<file path="config.mk">
export PLATFORM = sky130hd
export DESIGN_NAME = up_timer
export DESIGN_NICKNAME = d
export VERILOG_FILES = /design/src/rtl/up_timer.sv
export SDC_FILE = /design/constraint.sdc
export NUM_CORES = 1
export LEC_CHECK = 0
export ABC_AREA = 1
export CAP_MARGIN = 40
export CORE_MARGIN = 4
export CORE_UTILIZATION = 40
export DETAILED_ROUTE_END_ITERATION = 7
export PLACE_DENSITY = 0.73
export SLEW_MARGIN = 10
export SYNTH_ARGS = -nofsm -noshare
export SYNTH_HDL_FRONTEND = slang
export SYNTH_SLANG_ARGS = --single-unit
</file>
<file path="constraint.sdc">
create_clock -name Clk -period 1.7 [get_ports Clk]
set_input_delay 0.17 -clock Clk [delete_from_list [all_inputs] [get_ports Clk]]
set_output_delay 0.17 -clock Clk [all_outputs]
set_load 0.1 [all_outputs]
</file>
<file path="src/rtl/up_timer.sv">
// Programmable up-counting timer: latches a limit on Start, counts up from 0 and pulses Done
// when the count matches the limit. Supports pause, abort and periodic auto-restart.
module up_timer #(
    parameter int unsigned N = 5
) (
    input  logic         Clk,
    input  logic         Reset,
    input  logic         Start,
    input  logic [N-1:0] Limit,
    input  logic         Pause,
    input  logic         Periodic,
    input  logic         Abort,
    output logic         Busy,
    output logic [N-1:0] Count,
    output logic         Done
);

    typedef enum logic {
        StIdle,
        StRun
    } state_t;

    state_t       state_q, state_d;
    logic [N-1:0] count_q, count_d;
    logic [N-1:0] limit_q, limit_d;
    logic         done_q, done_d;

    // Next-state: abort beats pause, pause beats the match, and the match beats the increment,
    // so the count never wraps past the limit.
    always_comb begin
        state_d = state_q;
        count_d = count_q;
        limit_d = limit_q;
        done_d  = 1'b0;
        unique case (state_q)
            StIdle: begin
                if (Start && !Abort) begin
                    limit_d = Limit;
                    count_d = '0;
                    state_d = StRun;
                end
            end
            StRun: begin
                if (Abort) begin
                    state_d = StIdle;
                end else if (Pause) begin
                    // hold everything, including a pending match
                end else if (count_q == limit_q) begin
                    done_d = 1'b1;
                    if (Periodic) begin
                        count_d = '0;
                    end else begin
                        state_d = StIdle;
                    end
                end else begin
                    count_d = count_q + N'(1);
                end
            end
            default: state_d = StIdle;
        endcase
    end

    // State registers with asynchronous active-low clear.
    always_ff @(posedge Clk or negedge Reset) begin
        if (!Reset) begin
            state_q <= StIdle;
            count_q <= '0;
            limit_q <= '0;
            done_q  <= 1'b0;
        end else begin
            state_q <= state_d;
            count_q <= count_d;
            limit_q <= limit_d;
            done_q  <= done_d;
        end
    end

    assign Busy  = (state_q == StRun);
    assign Count = count_q;
    assign Done  = done_q;

endmodule

</file>
==> impl_metrics.env <==
export IMPL_run_status="finished clean"
export IMPL_dieArea_mm2=0.00260
export IMPL_top_level_ports=18
export IMPL_htreeDepth=1
export IMPL_grt_pass1_vias=648
export IMPL_clkTransAtPathRegs_ps=80
export IMPL_critPathKind="flop to flop"
export IMPL_switching_share=0.355
export IMPL_switching_power_uw=305
export IMPL_fin_crit_sh=0.783
export IMPL_cts_setup_buffers=0
export IMPL_dieHeight_um=51.0
export IMPL_crit_start="Count[1]"
export IMPL_tightest_slew_ps=570
export IMPL_vias=702
export IMPL_cts_sinks=12
export IMPL_drive_above_1_share=0.230
export IMPL_rows=15
export IMPL_hold_class="primary input to async pin"
export IMPL_setup_violations=0
export IMPL_clk_path_buf_depth=2
export IMPL_coreArea_mm2=0.00175
export IMPL_fill_cells=163
export IMPL_cts_tree="yes"
export IMPL_die_x_um=51.0
export IMPL_p_leak_uw=0.000528
export IMPL_p_comb_frac=0.313
export IMPL_finalHoldViolCount=0
export IMPL_drc=0
export IMPL_antenna_found_initial=0
export IMPL_slew_headroom=0.619
export IMPL_cp_start_kind="flop"
export IMPL_first_pass_iters=4
export IMPL_ir_drop_v=0.000420
export IMPL_critPathRequiredTime_ps=1880
export IMPL_yosysWarnings=0
export IMPL_max_freq_mhz=752
export IMPL_seq_area_frac_synth=0.407
export IMPL_root_buffer="clkbuf_4"
export IMPL_end_kind="flop"
export IMPL_synth_area_um2=738
export IMPL_most_common_layout_cells="nand2_1, inv_1, nor2_1, clkdlybuf4s50_1, dfrtp_1"
export IMPL_period_needed_ps=1330
export IMPL_diodes=0
export IMPL_clock_latency_ps=280
export IMPL_ys_ff_latch=12
export IMPL_grt_max_degree=13
export IMPL_cts_hold_buffers=0
export IMPL_portBuffers=17
export IMPL_cts_resized_gates=0
export IMPL_cap_violations=0
export IMPL_wire_per_inst_um=11.6
export IMPL_dp_hpwl_mm=1.22
export IMPL_grt_pass1_wl_mm=3.02
export IMPL_start_util=0.423
export IMPL_nNetsFinal=135
export IMPL_worstPathArrival_ps=1510
export IMPL_mostFrequentLayoutCell="nand2_1"
export IMPL_syn_inst=102
export IMPL_whs_ps=248
export IMPL_rsz0062_at_grt="false"
export IMPL_p_clk_frac=0.273
export IMPL_synth_area_per_cell_um2=7.24
export IMPL_overflow=0
export IMPL_maxSlewViolCount=0
export IMPL_drtAntennaViolNets=0
export IMPL_finalClockSkew_ps=2.25
export IMPL_fin_tns_setup_ps=0
export IMPL_areaGrowthSynthToFinish_pct=39.8
export IMPL_cts_buffers=3
export IMPL_ys_types=21
export IMPL_p_per_area_mw_per_mm2=830
export IMPL_r2r_start="Count[1]"
export IMPL_gp_congestion=0.796
export IMPL_synth_fp_nets=114
export IMPL_wl_mm=1.71
export IMPL_vias_per_cell=4.78
export IMPL_drt_initial_drc_count=8
export IMPL_grtUsageTotal=0.157
export IMPL_seqPwrFrac=0.414
export IMPL_critPathMaxFanout=8
export IMPL_internal_power_uw=552
cells by family after synthesis:
logic type	Yosys count	share of synthesized area
and+or+nand+nor	62	0.400
buffers and inverters	18	0.0966
DFF	12	0.407
AOI/OAI and AO/OA	6	0.0407
xor gates and xnor gates	2	0.0237
muxes	1	0.0153
adders and majority gates	1	0.0169
per-stage QoR:
stage | total power (µW) | cells | area, µm² | util | setup WS, ps
2_1_floorplan | 528 | 102 | 744 | - | 19.7
3_3_place_gp | 622 | 143 | 996 | 0.571 | 349
3_5_place_dp | 629 | 143 | 996 | 0.571 | 321
4_1_cts | 867 | 147 | 1030 | 0.591 | 373
5_1_grt | 906 | 147 | 1030 | 0.591 | 273
6_report | 857 | 147 | 1030 | 0.591 | 369
layer usage:
layer | GRT usage | routed length [µm]
met5 | 0 | 0
met1 | 0.191 | 781
met4 | 0.0807 | 43
met3 | 0.0496 | 90
met2 | 0.247 | 793
area by class of cell:
type                       count  area (µm²)  share of cell area
clock buffer                   4        36.3              0.0352
inverter                      17        63.8              0.0618
multi-input combinational     72         367               0.355
sequential                    12         307               0.297
tap                           25        31.3              0.0303
timing repair buffer          17         228               0.221
path summary, 6_finish.rpt:
check	endpoint	slack [ps]	depth (start not counted)
worst max-delay path	Busy	370	9
worst min-delay path	limit_q[1]	250	1
worst max register to register	Busy	370	9
worst min register to register	limit_q[0]	540	1
max in group asynchronous	Count[0]	1040	1
min in group Clk	limit_q[1]	470	3
registers in the layout (all words and copies together) (netlist names):
register  cells
Count         5
limit_q       5
Busy          1
Done          1
power by group through the flow:
stage	Clock, µW	Sequential [µW]	Combinational [µW]
6_report	234	354	268
5_1_grt	259	357	290
4_1_cts	242	354	271
3_5_place_dp	0	359	270
3_3_place_gp	0	357	265
2_1_floorplan	0	412	116
worst max-delay path: stages (launching register included):
cell	delay (ps)
dfrtp_2	470
inv_1	80
nand2_1	60
nand2_1	50
nor2_2	150
nand3_2	160
nor2_2	110
nand2_1	50
nand2_1	50
inv_1	40
synth_stat cells, drive strengths merged:
| master | n | area (µm²) |
|---|---|---|
| dfrtp | 12 | 300 |
| inv | 17 | 63.8 |
| o21ai | 1 | 5.00 |
| ha | 1 | 12.5 |
| or2 | 1 | 6.26 |
| a21oi | 5 | 25.0 |
| nand2 | 34 | 135 |
| nand3 | 8 | 50.1 |
| xnor2 | 1 | 8.76 |
| buf | 1 | 7.51 |
| xor2 | 1 | 8.76 |
| nor2 | 13 | 61.3 |
| nor3 | 1 | 5.00 |
| mux2 | 1 | 11.3 |
| nand4 | 5 | 37.5 |
Power figures use the tool's default switching activity.
